**src/rtl/ika2151_timer_pkg.sv**
```systemverilog
// Shared widths and terminal counts for the IKA2151 Timer A / Timer B block.
package ika2151_timer_pkg;
  localparam int TMRA_W  = 10;
  localparam int TMRB_W  = 8;
  localparam int PRESC_W = 4;

  localparam logic [TMRA_W-1:0]  TMRA_TC  = 10'd1023;
  localparam logic [TMRB_W-1:0]  TMRB_TC  = 8'd255;
  localparam logic [PRESC_W-1:0] PRESC_TC = 4'd15;
endpackage

```
**src/rtl/ika2151_timer_cntr.sv**
```systemverilog
// Up-counter with preload: loads while stopped, reloads at terminal count instead of wrapping.
module ika2151_timer_cntr #(
  parameter int           W  = 10,
  parameter logic [W-1:0] TC = '1
) (
  input  logic         i_EMUCLK,
  input  logic         i_MRST_n,
  input  logic         i_step,
  input  logic         i_run,
  input  logic [W-1:0] i_preload,
  output logic [W-1:0] o_cnt,
  output logic         o_ovfl
);
  logic [W-1:0] cnt;
  logic         at_tc;

  assign at_tc  = (cnt == TC);
  // Overflow is an event of the stepping tick itself; the top registers it.
  assign o_ovfl = i_step & i_run & at_tc;
  assign o_cnt  = cnt;

  always_ff @(posedge i_EMUCLK or negedge i_MRST_n) begin
    if (!i_MRST_n) begin
      cnt <= '0;
    end else if (i_step) begin
      if (!i_run || at_tc) cnt <= i_preload;
      else                 cnt <= cnt + 1'b1;
    end
  end
endmodule

```
**src/rtl/ika2151_timer.sv**
```systemverilog
// IKA2151 timers: Timer A, prescaled Timer B, status flags and the shared IRQ line.
module ika2151_timer
  import ika2151_timer_pkg::*;
(
  input  logic               i_EMUCLK,
  input  logic               i_MRST_n,
  input  logic               i_phi1_NCEN_n,
  input  logic               i_CYCLE_31,
  input  logic [9:0]         i_CLKA,
  input  logic [7:0]         i_CLKB,
  input  logic               i_LOAD_A,
  input  logic               i_LOAD_B,
  input  logic               i_IRQEN_A,
  input  logic               i_IRQEN_B,
  input  logic               i_FRST_A,
  input  logic               i_FRST_B,
  output logic               o_TIMERA_OVFL,
  output logic               o_FLAG_A,
  output logic               o_FLAG_B,
  output logic               o_IRQ_n,
  output logic [TMRA_W-1:0]  o_DBG_CNTA,
  output logic [TMRB_W-1:0]  o_DBG_CNTB,
  output logic [PRESC_W-1:0] o_DBG_PRESC
);
  logic               phi1_en;
  logic               tick;
  logic               step_b;
  logic [PRESC_W-1:0] presc;
  logic [TMRA_W-1:0]  cnt_a;
  logic [TMRB_W-1:0]  cnt_b;
  logic               ovf_a;
  logic               ovf_b;
  logic               ovfl_a_q;
  logic               flag_a;
  logic               flag_b;
  logic               irq_n_q;

  assign phi1_en = ~i_phi1_NCEN_n;
  assign tick    = phi1_en & i_CYCLE_31;
  // Timer B advances once per full prescaler revolution (every 16th tick).
  assign step_b  = tick & (presc == PRESC_TC);

  always_ff @(posedge i_EMUCLK or negedge i_MRST_n) begin
    if (!i_MRST_n)  presc <= '0;
    else if (tick)  presc <= presc + 1'b1;
  end

  ika2151_timer_cntr #(.W(TMRA_W), .TC(TMRA_TC)) u_cntr_a (
    .i_EMUCLK  (i_EMUCLK),
    .i_MRST_n  (i_MRST_n),
    .i_step    (tick),
    .i_run     (i_LOAD_A),
    .i_preload (i_CLKA),
    .o_cnt     (cnt_a),
    .o_ovfl    (ovf_a)
  );

  ika2151_timer_cntr #(.W(TMRB_W), .TC(TMRB_TC)) u_cntr_b (
    .i_EMUCLK  (i_EMUCLK),
    .i_MRST_n  (i_MRST_n),
    .i_step    (step_b),
    .i_run     (i_LOAD_B),
    .i_preload (i_CLKB),
    .o_cnt     (cnt_b),
    .o_ovfl    (ovf_b)
  );

  // A flag set in the same enable as its reset strobe wins; IRQ lags flags by one enable.
  always_ff @(posedge i_EMUCLK or negedge i_MRST_n) begin
    if (!i_MRST_n) begin
      ovfl_a_q <= 1'b0;
      flag_a   <= 1'b0;
      flag_b   <= 1'b0;
      irq_n_q  <= 1'b1;
    end else if (phi1_en) begin
      ovfl_a_q <= ovf_a;
      flag_a   <= (ovf_a & i_IRQEN_A) | (flag_a & ~i_FRST_A);
      flag_b   <= (ovf_b & i_IRQEN_B) | (flag_b & ~i_FRST_B);
      irq_n_q  <= ~(flag_a | flag_b);
    end
  end

  assign o_TIMERA_OVFL = ovfl_a_q;
  assign o_FLAG_A      = flag_a;
  assign o_FLAG_B      = flag_b;
  assign o_IRQ_n       = irq_n_q;
  assign o_DBG_CNTA    = cnt_a;
  assign o_DBG_CNTB    = cnt_b;
  assign o_DBG_PRESC   = presc;
endmodule

```
**config.mk**
```make
export PLATFORM = sky130hd
export DESIGN_NAME = ika2151_timer
export DESIGN_NICKNAME = d
export VERILOG_FILES = /design/src/rtl/ika2151_timer_pkg.sv /design/src/rtl/ika2151_timer_cntr.sv /design/src/rtl/ika2151_timer.sv
export SDC_FILE = /design/constraint.sdc
export NUM_CORES = 1
export LEC_CHECK = 0
export CAP_MARGIN = 10
export CORE_AREA = 3 3 66 68
export CTS_CLUSTER_DIAMETER = 40
export DETAILED_ROUTE_END_ITERATION = 6
export DIE_AREA = 0 0 69 71
export PLACE_DENSITY_LB_ADDON = 0.08
export REMOVE_ABC_BUFFERS = 1
export SYNTH_ARGS = -nofsm -noshare
export SYNTH_HDL_FRONTEND = slang
export SYNTH_SLANG_ARGS = --single-unit
```
**constraint.sdc**
```tcl
create_clock -name i_EMUCLK -period 1.7 [get_ports i_EMUCLK]
set_input_delay 0.34 -clock i_EMUCLK [delete_from_list [all_inputs] [get_ports i_EMUCLK]]
set_output_delay 0.34 -clock i_EMUCLK [all_outputs]
set_load 0.1 [all_outputs]
```
==> impl_metrics.json <==
{
  "outcome": "finished, final reports clean",
  "grt_usage_pct": 19.6,
  "clk_latency_ns": 0.28,
  "r2r_start": "u_cntr_b.o_cnt[0]",
  "h-tree-depth": 1,
  "hp-class": "in -> async",
  "cp.arrival_ns": 1.76,
  "die_area_um2": 4900,
  "cts_root_buf": "clkbuf_8",
  "synthArstFlopShare_pct": 100,
  "drt-initial-drc-count": 115,
  "crit_type": "reg -> reg",
  "final_common_cell": "buf_4",
  "startpoint": "u_cntr_b.o_cnt[0]",
  "slowest_delay_ns": 0.36,
  "fin_crit_ns": 1.56,
  "yosys_register_bits": 26,
  "synth-main-ff-cell": "dfrtp_1",
  "first_pass_iters": 4,
  "dpl_cell_area_um2": 2580,
  "area_growth_pct": 73.0,
  "maxCapViolCount": 0,
  "fin_crit_sh_pct": 91.9,
  "switchingPower_w": 0.00210,
  "ios": 54,
  "hpwl_um": 3540,
  "r2r_cells": 6,
  "initial_utilization_pct": 39.0,
  "fin_util_pct": 67.5,
  "nNetsFinal": 286,
  "num_rows": 23,
  "leakage_nw": 1.16,
  "drc": 0,
  "final_cell_mix": "buf_4, clkdlybuf4s50_1, buf_12",
  "hold_violations": 0,
  "final_area_um2": 2640,
  "combPwrFrac_pct": 66.6,
  "ys_warn_count": 0,
  "routed_via_density": 5.39,
  "numClockSinks": 26,
  "die_y_um": 71,
  "seq_area_frac_synth_pct": 42.7,
  "p_per_area_nw_per_um2": 1560,
  "drive_above_1_share_pct": 26.4,
  "seqPwrFrac_pct": 23.4,
  "gp_congestion": 0.918,
  "critPathCapture": "u_cntr_b.o_cnt[3]",
  "regToRegSetupSlack_ns": 0.14,
  "cp-start-kind": "flip-flop",
  "worstMarginPinSlew_ns": 0.444,
  "peakVddDrop_mv": 0.880,
  "p_clk_share_pct": 10.1,
  "portBuffers": 53,
  "slew_headroom_pct": 70.1,
  "slew_violations": 0,
  "cts_tree": "built",
  "post_drt_wl_per_cell_um": 14.9,
  "antenna_found_initial": 0,
  "overflow": 0,
  "path_cells": "ha_2, nand4_1, buf_4, o21a_1, a21oi_1, a2bb2oi_1",
  "grt_pass1_vias": 1646,
  "syn_area_um2": 1530,
  "place_ws_ns": -0.138,
  "num_antenna_cells": 0,
  "total_power_w": 0.00411,
  "path_max_fanout": 5,
  "synth_cell_types": 42,
  "fin_cells": 304,
  "ant_nets": 0,
  "synth_edf_count": 0,
  "core_um2": 3910,
  "clock-skew-final_ns": 0.00285,
  "die-width_um": 69,
  "drt-total-wl_um": 4540,
  "rr_endpoint": "u_cntr_b.o_cnt[3]",
  "dp_cells": 300,
  "cp.required_ns": 1.90,
  "grt_max_degree": 27,
  "setup_viol": 0,
  "clockBufferDepth": 2,
  "synth_cells": 172,
  "vias": 1639,
  "setup_slack_ns": 0.137,
  "synth.avg_cell_area_um2": 8.87,
  "crit_slowest_cell": "dfrtp_1",
  "numCtsBuffers": 3,
  "rsz0062_at_grt": "no",
  "netSwitchingFraction_pct": 51.1,
  "maxClockFrequency_ghz": 0.640,
  "grt_pass1_wl_um": 7800,
  "internal_power_w": 0.00201,
  "end_kind": "flip-flop",
  "cts.clk_slew.worst_paths_ns": 0.09,
  "postCtsSetupBuffers": 0
}
[cells by family after synthesis]
family,share of synthesized area (%)
xor+xnor,1.72
buf+inv,4.92
compound gates,25.5
mux,1.97
flops,42.7
fa+ha+maj,2.46
simple gates,20.7
[cells in the mapped netlist, types with 2 or more instances]
master | instances | area, um2
a21boi_0 | 2 | 15.0
nor3_1 | 5 | 25.0
a21oi_1 | 14 | 70.1
and4_1 | 2 | 17.5
nand2_1 | 22 | 82.6
a31oi_1 | 4 | 25.0
a41o_1 | 2 | 20.0
o21ai_0 | 15 | 75.1
xnor2_1 | 3 | 26.3
clkbuf_1 | 5 | 18.8
o2bb2ai_1 | 3 | 26.3
dfrtp_1 | 25 | 626
o31ai_1 | 4 | 30.0
a32oi_1 | 4 | 35.0
and2_1 | 3 | 18.8
mux2i_1 | 3 | 30.0
nand3_1 | 13 | 65.1
inv_1 | 10 | 37.5
nor2_1 | 6 | 22.5
ha_1 | 3 | 37.5
nand4_1 | 3 | 18.8
[worst min-delay path by stage]
stage | to | startpoint | slack, ns | cells past startpoint
5_1_grt | u_cntr_b.o_cnt[4] | i_MRST_n | 0.46 | 2
3_5_place_dp | o_IRQ_n | o_IRQ_n | 0.49 | 2
2_1_floorplan | o_DBG_PRESC[0] | i_MRST_n | 0.04 | 0
3_3_place_gp | o_IRQ_n | o_FLAG_A | 0.48 | 1
6_report | o_DBG_PRESC[3] | i_MRST_n | 0.43 | 2
4_1_cts | u_cntr_b.o_cnt[4] | i_MRST_n | 0.44 | 2
[power groups by stage]
stage | Combinational [W] | Sequential [W] | Clock [W]
6_report | 0.00274 | 0.000960 | 0.000414
5_1_grt | 0.00287 | 0.000984 | 0.000449
4_1_cts | 0.00275 | 0.000959 | 0.000426
3_5_place_dp | 0.00275 | 0.000970 | 0
3_3_place_gp | 0.00271 | 0.000960 | 0
2_1_floorplan | 0.000325 | 0.00218 | 0
[layer usage]
metal | vias up | global-route usage (%) | routed length, um | part of all wire [%]
met5 | - | 0 | 0 | 0
met4 | 0 | 8.68 | 115 | 2.5
met3 | 9 | 3.98 | 234 | 5.2
met2 | 59 | 34.2 | 2320 | 51
met1 | 768 | 23.3 | 1870 | 41
li1 | 803 | - | - | -
[final cells by class]
| cell class | count | area, um2 |
|---|---|---|
| Multi-Input combinational cell | 129 | 802 |
| Fill cell | 325 | 1270 |
| Sequential cell | 26 | 652 |
| Clock buffer | 4 | 55.1 |
| Timing Repair Buffer | 85 | 1030 |
| Tap cell | 50 | 62.6 |
| Inverter | 10 | 37.5 |
[sequential cells by signal (all words and copies together), names as in the netlist]
register	flops
o_DBG_PRESC	4
o_FLAG_A	1
o_FLAG_B	1
o_IRQ_n	1
o_TIMERA_OVFL	1
u_cntr_a.o_cnt	10
u_cntr_b.o_cnt	8
[critical path, delay by kind of cell (launching register included)]
kind	cells	cell delay, ns
and+or+nand+nor	1	0.11
AOI/OAI and AO/OA	3	0.61
adders and majority gates	1	0.22
DFF	1	0.36
buffers and inverters	1	0.17
[per-stage QoR]
step,setup TNS (ns),hold WS (ns)
2_1_floorplan,-11.91,0.0444
3_3_place_gp,-0.159,0.485
3_5_place_dp,-0.583,0.492
4_1_cts,0,0.442
5_1_grt,0,0.456
6_report,0,0.431
[timing repair]
item                                    in CTS  in global routing
hold buffers                                 0                  0
endpoints found under the setup margin       0                  4
resized for setup                            0                  2
Note: power is estimated with default switching activity, not from simulation.
